===== config.mk =====
export PLATFORM = sky130hd
export DESIGN_NAME = idu_issue
export DESIGN_NICKNAME = d
export VERILOG_FILES = /design/src/rtl/idu_issue_pkg.sv /design/src/rtl/idu_decode.sv /design/src/rtl/idu_issue.sv
export SDC_FILE = /design/constraint.sdc
export NUM_CORES = 1
export LEC_CHECK = 0
export CAP_MARGIN = 5
export CORE_ASPECT_RATIO = 0.7
export CORE_UTILIZATION = 36
export CTS_CLUSTER_DIAMETER = 80
export DETAILED_ROUTE_END_ITERATION = 10
export GPL_TIMING_DRIVEN = 1
export PLACE_DENSITY = 0.77
export SYNTH_ARGS = -nofsm -noshare
export SYNTH_HDL_FRONTEND = slang
export SYNTH_SLANG_ARGS = --single-unit

===== constraint.sdc =====
create_clock -name clk -period 1.7 [get_ports clk]
set_clock_uncertainty 0.05 [all_clocks]
set_input_delay 0.34 -clock clk [delete_from_list [all_inputs] [get_ports clk]]
set_output_delay 0.34 -clock clk [all_outputs]
set_load 0.01 [all_outputs]

===== src/rtl/idu_issue_pkg.sv =====
`default_nettype none
// ============================================================================
// idu_issue_pkg : shared widths, opcode constants and decode codes for IDU
// Rev 1.0 - initial release
// ============================================================================
package idu_issue_pkg;

  localparam int INST_TYPE_W = 3;
  localparam int ALU_OP_W    = 4;
  localparam int REG_DATA_W  = 32;
  localparam int INST_ADDR_W = 32;

  localparam logic [6:0] OPC_OP     = 7'b0110011;
  localparam logic [6:0] OPC_OP_IMM = 7'b0010011;
  localparam logic [6:0] OPC_LUI    = 7'b0110111;
  localparam logic [6:0] OPC_AUIPC  = 7'b0010111;
  localparam logic [6:0] OPC_JAL    = 7'b1101111;
  localparam logic [6:0] OPC_JALR   = 7'b1100111;

  localparam logic [6:0] F7_BASE = 7'b0000000;
  localparam logic [6:0] F7_ALT  = 7'b0100000;

  typedef enum logic [INST_TYPE_W-1:0] {
    INST_NOP   = 3'd0,
    INST_RR    = 3'd1,
    INST_RI    = 3'd2,
    INST_LUI   = 3'd3,
    INST_AUIPC = 3'd4,
    INST_JAL   = 3'd5,
    INST_JALR  = 3'd6
  } inst_type_e;

  typedef enum logic [ALU_OP_W-1:0] {
    ALU_OP_NOP   = 4'd0,
    ALU_OP_ADD   = 4'd1,
    ALU_OP_SUB   = 4'd2,
    ALU_OP_SLL   = 4'd3,
    ALU_OP_SLT   = 4'd4,
    ALU_OP_SLTU  = 4'd5,
    ALU_OP_XOR   = 4'd6,
    ALU_OP_SRL   = 4'd7,
    ALU_OP_SRA   = 4'd8,
    ALU_OP_OR    = 4'd9,
    ALU_OP_AND   = 4'd10,
    ALU_OP_LUI   = 4'd11,
    ALU_OP_AUIPC = 4'd12,
    ALU_OP_JUMP  = 4'd13
  } alu_op_e;

  typedef enum logic [0:0] {
    ST_EMPTY = 1'b0,
    ST_FULL  = 1'b1
  } issue_state_e;

  typedef struct packed {
    logic [INST_TYPE_W-1:0] inst_type;
    logic [ALU_OP_W-1:0]    alu_op;
    logic [INST_ADDR_W-1:0] pc;
    logic [REG_DATA_W-1:0]  imm;
    logic [REG_DATA_W-1:0]  rdata1;
    logic [REG_DATA_W-1:0]  rdata2;
    logic [4:0]             rd;
    logic                   wen;
    logic                   illegal;
  } payload_t;

  // Base ALU op for funct3 when funct7 carries no alternate-op bit.
  function automatic alu_op_e base_op(input logic [2:0] funct3);
    alu_op_e op;
    case (funct3)
      3'b000:  op = ALU_OP_ADD;
      3'b001:  op = ALU_OP_SLL;
      3'b010:  op = ALU_OP_SLT;
      3'b011:  op = ALU_OP_SLTU;
      3'b100:  op = ALU_OP_XOR;
      3'b101:  op = ALU_OP_SRL;
      3'b110:  op = ALU_OP_OR;
      default: op = ALU_OP_AND;
    endcase
    return op;
  endfunction

endpackage
`default_nettype wire


===== src/rtl/idu_decode.sv =====
`default_nettype none
// ============================================================================
// idu_decode : combinational RV32I ALU/LUI/AUIPC/JAL/JALR decoder
// Rev 1.0 - initial release
// ============================================================================
module idu_decode
  import idu_issue_pkg::*;
(
  input  logic [31:0]            inst_i,
  output logic [INST_TYPE_W-1:0] inst_type_o,
  output logic [ALU_OP_W-1:0]    alu_op_o,
  output logic [REG_DATA_W-1:0]  imm_o,
  output logic [4:0]             rd_o,
  output logic                   wen_o,
  output logic                   illegal_o
);

  logic [6:0]  opcode;
  logic [2:0]  funct3;
  logic [6:0]  funct7;
  logic [31:0] imm_i_type;
  logic [31:0] imm_u_type;
  logic [31:0] imm_j_type;
  logic [31:0] imm_shamt;
  logic        is_shift_imm;

  assign opcode     = inst_i[6:0];
  assign funct3     = inst_i[14:12];
  assign funct7     = inst_i[31:25];
  assign imm_i_type = {{20{inst_i[31]}}, inst_i[31:20]};
  assign imm_u_type = {inst_i[31:12], 12'b0};
  assign imm_j_type = {{11{inst_i[31]}}, inst_i[31], inst_i[19:12],
                       inst_i[20], inst_i[30:21], 1'b0};
  assign imm_shamt  = {27'b0, inst_i[24:20]};
  assign is_shift_imm = (funct3 == 3'b001) || (funct3 == 3'b101);
  assign rd_o       = inst_i[11:7];

  always_comb begin
    inst_type_o = INST_NOP;
    alu_op_o    = ALU_OP_NOP;
    imm_o       = '0;
    wen_o       = 1'b0;
    illegal_o   = 1'b0;
    case (opcode)
      OPC_OP: begin
        if (funct7 == F7_BASE) begin
          inst_type_o = INST_RR;
          alu_op_o    = base_op(funct3);
          wen_o       = 1'b1;
        end else if (funct7 == F7_ALT && funct3 == 3'b000) begin
          inst_type_o = INST_RR;
          alu_op_o    = ALU_OP_SUB;
          wen_o       = 1'b1;
        end else if (funct7 == F7_ALT && funct3 == 3'b101) begin
          inst_type_o = INST_RR;
          alu_op_o    = ALU_OP_SRA;
          wen_o       = 1'b1;
        end else begin
          illegal_o = 1'b1;
        end
      end
      OPC_OP_IMM: begin
        // Shift immediates reuse the upper I-imm bits as funct7; only shamt is kept.
        if (!is_shift_imm) begin
          inst_type_o = INST_RI;
          alu_op_o    = base_op(funct3);
          imm_o       = imm_i_type;
          wen_o       = 1'b1;
        end else if (funct7 == F7_BASE || funct7 == F7_ALT) begin
          inst_type_o = INST_RI;
          alu_op_o    = (funct3 == 3'b101 && funct7 == F7_ALT) ? ALU_OP_SRA
                                                                : base_op(funct3);
          imm_o       = imm_shamt;
          wen_o       = 1'b1;
        end else begin
          illegal_o = 1'b1;
        end
      end
      OPC_LUI: begin
        inst_type_o = INST_LUI;
        alu_op_o    = ALU_OP_LUI;
        imm_o       = imm_u_type;
        wen_o       = 1'b1;
      end
      OPC_AUIPC: begin
        inst_type_o = INST_AUIPC;
        alu_op_o    = ALU_OP_AUIPC;
        imm_o       = imm_u_type;
        wen_o       = 1'b1;
      end
      OPC_JAL: begin
        inst_type_o = INST_JAL;
        alu_op_o    = ALU_OP_JUMP;
        imm_o       = imm_j_type;
        wen_o       = 1'b1;
      end
      OPC_JALR: begin
        if (funct3 == 3'b000) begin
          inst_type_o = INST_JALR;
          alu_op_o    = ALU_OP_JUMP;
          imm_o       = imm_i_type;
          wen_o       = 1'b1;
        end else begin
          illegal_o = 1'b1;
        end
      end
      default: illegal_o = 1'b1;
    endcase
  end

endmodule
`default_nettype wire


===== src/rtl/idu_issue.sv =====
`default_nettype none
// ============================================================================
// idu_issue : decode-and-issue stage with a single-entry skid-free output reg
// Rev 1.0 - initial release
// ============================================================================
module idu_issue
  import idu_issue_pkg::*;
(
  input  logic                   clk,
  input  logic                   rst,
  input  logic                   flush_i,
  input  logic                   valid_i,
  output logic                   ready_o,
  input  logic [31:0]            inst_i,
  input  logic [INST_ADDR_W-1:0] pc_i,
  output logic [4:0]             raddr1_o,
  output logic [4:0]             raddr2_o,
  input  logic [REG_DATA_W-1:0]  rdata1_i,
  input  logic [REG_DATA_W-1:0]  rdata2_i,
  output logic                   valid_o,
  input  logic                   ready_i,
  output logic [INST_TYPE_W-1:0] inst_type_o,
  output logic [ALU_OP_W-1:0]    alu_op_o,
  output logic [INST_ADDR_W-1:0] pc_o,
  output logic [REG_DATA_W-1:0]  imm_o,
  output logic [REG_DATA_W-1:0]  rdata1_o,
  output logic [REG_DATA_W-1:0]  rdata2_o,
  output logic [4:0]             rd_o,
  output logic                   wen_o,
  output logic                   illegal_o
);

  issue_state_e state_q, state_d;
  payload_t     payload_q, payload_d;

  logic [INST_TYPE_W-1:0] dec_inst_type;
  logic [ALU_OP_W-1:0]    dec_alu_op;
  logic [REG_DATA_W-1:0]  dec_imm;
  logic [4:0]             dec_rd;
  logic                   dec_wen;
  logic                   dec_illegal;
  logic                   accept;

  idu_decode u_decode (
    .inst_i      (inst_i),
    .inst_type_o (dec_inst_type),
    .alu_op_o    (dec_alu_op),
    .imm_o       (dec_imm),
    .rd_o        (dec_rd),
    .wen_o       (dec_wen),
    .illegal_o   (dec_illegal)
  );

  assign raddr1_o = inst_i[19:15];
  assign raddr2_o = inst_i[24:20];

  // ready_i passes straight through so a draining entry can be replaced in the same cycle.
  assign ready_o = (state_q == ST_EMPTY) || ready_i;
  assign accept  = valid_i && ready_o && !flush_i;

  always_comb begin
    state_d = state_q;
    case (state_q)
      ST_EMPTY: if (accept) state_d = ST_FULL;
      ST_FULL:  if (!accept && ready_i) state_d = ST_EMPTY;
      default:  state_d = ST_EMPTY;
    endcase
    if (flush_i) state_d = ST_EMPTY;
  end

  always_comb begin
    payload_d = payload_q;
    if (accept) begin
      payload_d.inst_type = dec_inst_type;
      payload_d.alu_op    = dec_alu_op;
      payload_d.pc        = pc_i;
      payload_d.imm       = dec_imm;
      payload_d.rdata1    = rdata1_i;
      payload_d.rdata2    = rdata2_i;
      payload_d.rd        = dec_rd;
      payload_d.wen       = dec_wen;
      payload_d.illegal   = dec_illegal;
    end
  end

  always_ff @(posedge clk) begin
    if (rst) begin
      state_q             <= ST_EMPTY;
      payload_q           <= '0;
      payload_q.inst_type <= INST_NOP;
      payload_q.alu_op    <= ALU_OP_NOP;
    end else begin
      state_q   <= state_d;
      payload_q <= payload_d;
    end
  end

  assign valid_o     = (state_q == ST_FULL);
  assign inst_type_o = payload_q.inst_type;
  assign alu_op_o    = payload_q.alu_op;
  assign pc_o        = payload_q.pc;
  assign imm_o       = payload_q.imm;
  assign rdata1_o    = payload_q.rdata1;
  assign rdata2_o    = payload_q.rdata2;
  assign rd_o        = payload_q.rd;
  assign wen_o       = payload_q.wen;
  assign illegal_o   = payload_q.illegal;

endmodule
`default_nettype wire


Yosys cells after proc, flatten, opt, wreduce, memory -nomap -nowiden:

Cells that the tools add are included.

* bits in registers: 143
* input port bits: 133
* output and inout port bits: 154
* logic and storage cells: 76

* equality and inequality tests: 13
* mux-type cells: 37
* bitwise operators: 1
* reduce and logical (&&, ||, !) cells: 15

Operator list (number)
* $pmux 32 s4: 1
* $mux 32: 2
* $mux 4: 7
* $pmux 4 s7: 1
* $pmux 4 s6: 1
* $eq 7x6->1 const B: 3
* $pmux 3 s6: 1
* $mux 1: 15
* $eq 7x5->1 const B: 2
* $eq 7x7->1 const B: 2
* $mux 3: 4
* $eq 3x3->1 const B: 3
* $pmux 1 s4: 2
* $logic_not 7->1: 1
* $eq 3x2->1 const B: 2
* $logic_and 1x1->1: 5
* $mux 5: 1
* $reduce_or 2->1: 2
* $eq 3x1->1 const B: 1
* $logic_not 3->1: 1
* $logic_or 1x1->1: 3
* $reduce_or 3->1: 1
* $logic_not 1->1: 2
* $mux 2: 1
* other kinds (2): 2

Depth between registers and ports, before layout:

* depth after elaboration: 8
* gate-level depth with buffers: 7
* mapped depth without buffers: 6

By module:

From an unflattened synthesis, not the netlist that was laid out.

* cell total of the unflattened synthesis: 742
* area total of the unflattened synthesis: 7320.8 sq um

By module, submodules not included
* idu_issue: instances 1, cells each 631, area each 6518.8 sq um, sequential area each 2862.7 sq um
* idu_decode: instances 1, cells each 111, area each 802.0 sq um, sequential area each 0.0 sq um

Least setup slack after synthesis:

OpenSTA, ideal clock, no wires.

* path kind: input-to-reg
* start: input inst_i[31]
* end: register payload_q, in the netlist alu_op_o[0]
* library setup time: 86 ps
* arrival time: 1618 ps
* required time: 1564 ps
* path slack: -54 ps
* stages: 5
* path buffers: 0
* cell sequence: or4_4 o31ai_1 a22o_1 nand4bb_1 a221oi_2

* word-level cells in the longest chain between the ends: 6
* elaborated cells between the ends (all ways): 11
* those cells by class: eq/ne (1); mux (6); reduce/logical (4)

Ends and longest elaborated chain
* start, declared: line idu_issue.sv:14 `input logic [31:0] inst_i,`
* $eq 7x6->1: line idu_decode.sv:50, idu_decode.sv:69, idu_decode.sv:71
* $logic_and 1x1->1: line idu_decode.sv:71 `alu_op_o = (funct3 == 3'b101 && funct7 == F7_ALT) ? ALU_OP_SRA`
* $mux 4: line idu_decode.sv:71
* $mux 4: line idu_decode.sv:69 `end else if (funct7 == F7_BASE || funct7 == F7_ALT) begin`
* $mux 4: line idu_decode.sv:64 `if (!is_shift_imm) begin`
* $pmux 4 s6 (*): line idu_decode.sv:44 `case (opcode)`
* end signal, assigned: line idu_issue.sv:94 `payload_q <= payload_d;`
* end, declared: line idu_issue.sv:34 `payload_t payload_q, payload_d;`

Mark *: on every way between the ends. The rest lies on a longest branch, timed or not.
A chain may end at the register's enable or synchronous reset.

Worst setup path in the final report:

* start: input ready_i
* end: output ready_o

* word-level cells in the longest chain between the ends: 1

Ends and longest elaborated chain
* start, declared: line idu_issue.sv:21 `input logic ready_i,`
* $logic_or 1x1->1: line idu_issue.sv:58 `assign ready_o = (state_q == ST_EMPTY) || ready_i;`
* end, declared: line idu_issue.sv:13 `output logic ready_o,`

Every way passes these cells.

==> results by group <==
Pwr
  • PwrDens: 828.1 nW/um2
  • Sw Share: 0.2564
  • Combinational fraction of design power: 0.139
  • Peak supply drop: 0.5828 mV
  • Total power: 8.321 mW
  • Int Pwr: 6.187 mW
  • Seq pwr share: 0.422
  • Switch Pwr: 2.134 mW
  • Clock power frac: 0.438
  • Leak: 5.547 nW

Global route
  • First-pass GRT wire length: 28530 um
  • Vias in the first global route: 5703
  • GRT Util Overall: 0.2309
  • Pin count of the biggest net entering global routing: 118
  • Antenna violations before repair: 0
  • GRT Residual Overflow: 0

Worst setup path
  • CP max FO: 3
  • Register-to-Register Path Depth: 7
  • Setup CP Type: primary input to output port
  • Critical Path Start Type: primary input
  • Crit. Startpoint: ready_i
  • R2R setup slack: 0.11 ns
  • Reg2reg start: valid_o$_SDFF_PP0_
  • CP endpoint kind: output port
  • Arr. time, crit path: 1.28 ns
  • Crit path to: ready_o
  • Required time worst endpoint: 1.31 ns
  • FF-to-FF End: pc_o[2]$_SDFFE_PP0P_

Finish
  • Filler instances: 1200
  • Ant. Diodes: 0
  • Layout Nets: 1131
  • Synthesis-to-finish area growth: 82.94%
  • Final Non-Filler Cells: 1206
  • Layout cells sized above 1: 0.1583
  • Register area: 2863 um2
  • Area of the multi-input gates: 2531 um2

Clock network
  • # H-tree levels: 4
  • Clock sink count: 143
  • Root Buffer: clkbuf_16
  • # hold bufs at CTS: 0
  • CTS Buf Count: 17
  • Clock transition at path regs: 0.06 ns
  • Longest Clk Path Bufs: 2
  • CTS tree: yes
  • Clk_lat worst skew: 0.41 ns

Detailed routing
  • DRT Pass-1 Iters: 4
  • Post-DRT Antenna Nets: 0
  • DRC Markers: 0
  • Initial DRC Count: 252
  • Via count of the routed design: 5833
  • Post-Route WL: 18770 um
  • WL per Instance: 15.57 um
  • Vias per inst: 4.837

Synthesis
  • Asr flop ratio synth: 0
  • Seq/Total Area, Yosys: 0.5212
  • Mapped Cells: 661
  • Top_reg_cell synth: dfxtp_1
  • YS warnings: 0
  • Syn avg cell area: 8.310 um2
  • Synth cell types: 55
  • Post-synth EDFFs: 0
  • Synth Register Bits: 143
  • Syn Std Cell Area: 5493 um2
  • Post-synth net total: 794

Placed design
  • Cells after DPL: 1163
  • GPL Wtd Cong: 0.8670
  • Port Buffers: 286
  • Post-DP HPWL: 13320 um

STA
  • Final Setup Violations: 0
  • WHS: 0.2447 ns
  • Final Max Tran Viols: 0
  • Fin crit share: 0.9840
  • Slew at the pin with the worst max-slew slack: 0.5807 ns
  • TNS Setup: 0 ns
  • Tmin final: 1.673 ns
  • Slew Limit Headroom: 0.6129
  • Fin. Hold Viols: 0
  • Fmax: 597.8 MHz

Die
  • Die area: 15760 um2
  • Chip height: 105.3 um
  • Ports: 287
  • Die X: 149.6 um
  • Core area: 14810 um2
  • Starting Density: 0.3708
  • FP Rows: 37

Run
  • MaxCap Viol Count: 0

Status
  • Outcome: completed

Hold path
  • Hold WC Path Type: primary input to register
## synth_stat cells (4+ instances only)
library cell,count,area (um2)
a21o_1,4,30.03
buf_4,11,82.58
clkbuf_1,31,116.4
dfxtp_1,143,2863
a22oi_1,8,60.06
inv_1,6,22.52
a22o_1,14,122.6
a21oi_1,119,595.6
nand2b_1,15,93.84
buf_2,13,65.06
nor2b_1,5,31.28
a32oi_1,11,96.34
nand2_1,216,810.8
nor2_1,7,26.28
nand3_1,4,20.02
o21ai_0,4,20.02
## repair_timing
item / 4_1_cts / 5_1_grt
cloned: 1 / 0
setup endpoints to repair: 94 / 175
pin swaps: 17 / 13
setup buffers: 4 / 6
resized for setup: 103 / 105
hold endpoints to repair: 0 / 0
## power groups by stage
| stage | combinational (mW) | sequential (mW) | clock, mW |
|---|---|---|---|
| after floorplan | 0.336 | 3.65 | 0 |
| after global placement | 1.15 | 3.59 | 0 |
| after detailed placement | 1.16 | 3.59 | 0 |
| after CTS | 1.16 | 3.52 | 3.73 |
| after global routing | 1.25 | 3.53 | 3.89 |
| final | 1.16 | 3.51 | 3.65 |
## logic make-up after synthesis
| logic type | after synthesis | synth area share |
|---|---|---|
| buffers and inverters | 64 | 0.05558 |
| and+or+nand+nor | 272 | 0.2166 |
| AOI/OAI and AO/OA | 179 | 0.2014 |
| DFF | 143 | 0.5212 |
| xor gates and xnor gates | 2 | 0.003190 |
| muxes | 1 | 0.002050 |
## sequential cells by signal, summed over array words and instances (netlist names)
signal,cells
wen_o,1
rdata2_o,32
valid_o,1
rd_o,5
imm_o,32
illegal_o,1
alu_op_o,4
inst_type_o,3
pc_o,32
rdata1_o,32
## worst max-delay path, cell delays in order
cell,delay (ns)
clkdlybuf4s50_1,0.45
nor2b_4,0.17
inv_1,0.08
clkdlybuf4s15_1,0.24
## layout make-up
class,instances,area share
flip-flops and latches,143,0.2849
clock inverters,15,0.01494
inverters,6,0.002241
well taps,195,0.02428
multi-input cells,455,0.2519
clock buffers,17,0.04234
repair buffers,375,0.3794
## metrics by stage
step	area, um2	worst slack, ns	utilization
finish	10050	0.02718	0.6783
global route	10050	-0.02140	0.6783
CTS	9704	0.00001965	0.6551
detailed placement	9014	-0.6871	0.6084
global placement	9014	-0.6152	0.6084
floorplan	5497	-0.02222	-
## worst min path at each step
stage / startpoint / end / cells past startpoint
2_1_floorplan: flush_i / valid_o$_SDFF_PP0_ / 1
3_3_place_gp: rdata1_o[7]$_SDFFE_PP0P_ / rdata1_o[7]$_SDFFE_PP0P_ / 2
3_5_place_dp: rd_o[1]$_SDFFE_PP0P_ / rd_o[1]$_SDFFE_PP0P_ / 2
4_1_cts: rst / illegal_o$_SDFFE_PP0P_ / 4
5_1_grt: inst_i[26] / imm_o[6]$_SDFFE_PP0P_ / 3
6_report: inst_i[26] / imm_o[6]$_SDFFE_PP0P_ / 3
## layer usage
layer | part of all wire | up-vias | GRT usage
met3 | 0.093 | 21 | 0.08571
met5 | 0 | - | 0
met4 | 0.014 | 0 | 0.07362
met1 | 0.43 | 2684 | 0.2764
met2 | 0.47 | 219 | 0.3806
li1 | - | 2909 | -
## layout by cell type (no fill, tap or decap), types with 14 or more instances in the layout
cell	netlist	layout
clkdlybuf4s50_1	0	125
dfxtp_1	143	143
a21oi_1	119	118
nand2_1	216	215
clkbuf_16	0	17
nand2b_1	15	14
buf_4	11	76
a22o_1	14	14
dlygate4sd2_1	0	68
dlymetal6s2s_1	0	90
(Power assumes the default switching activity.)
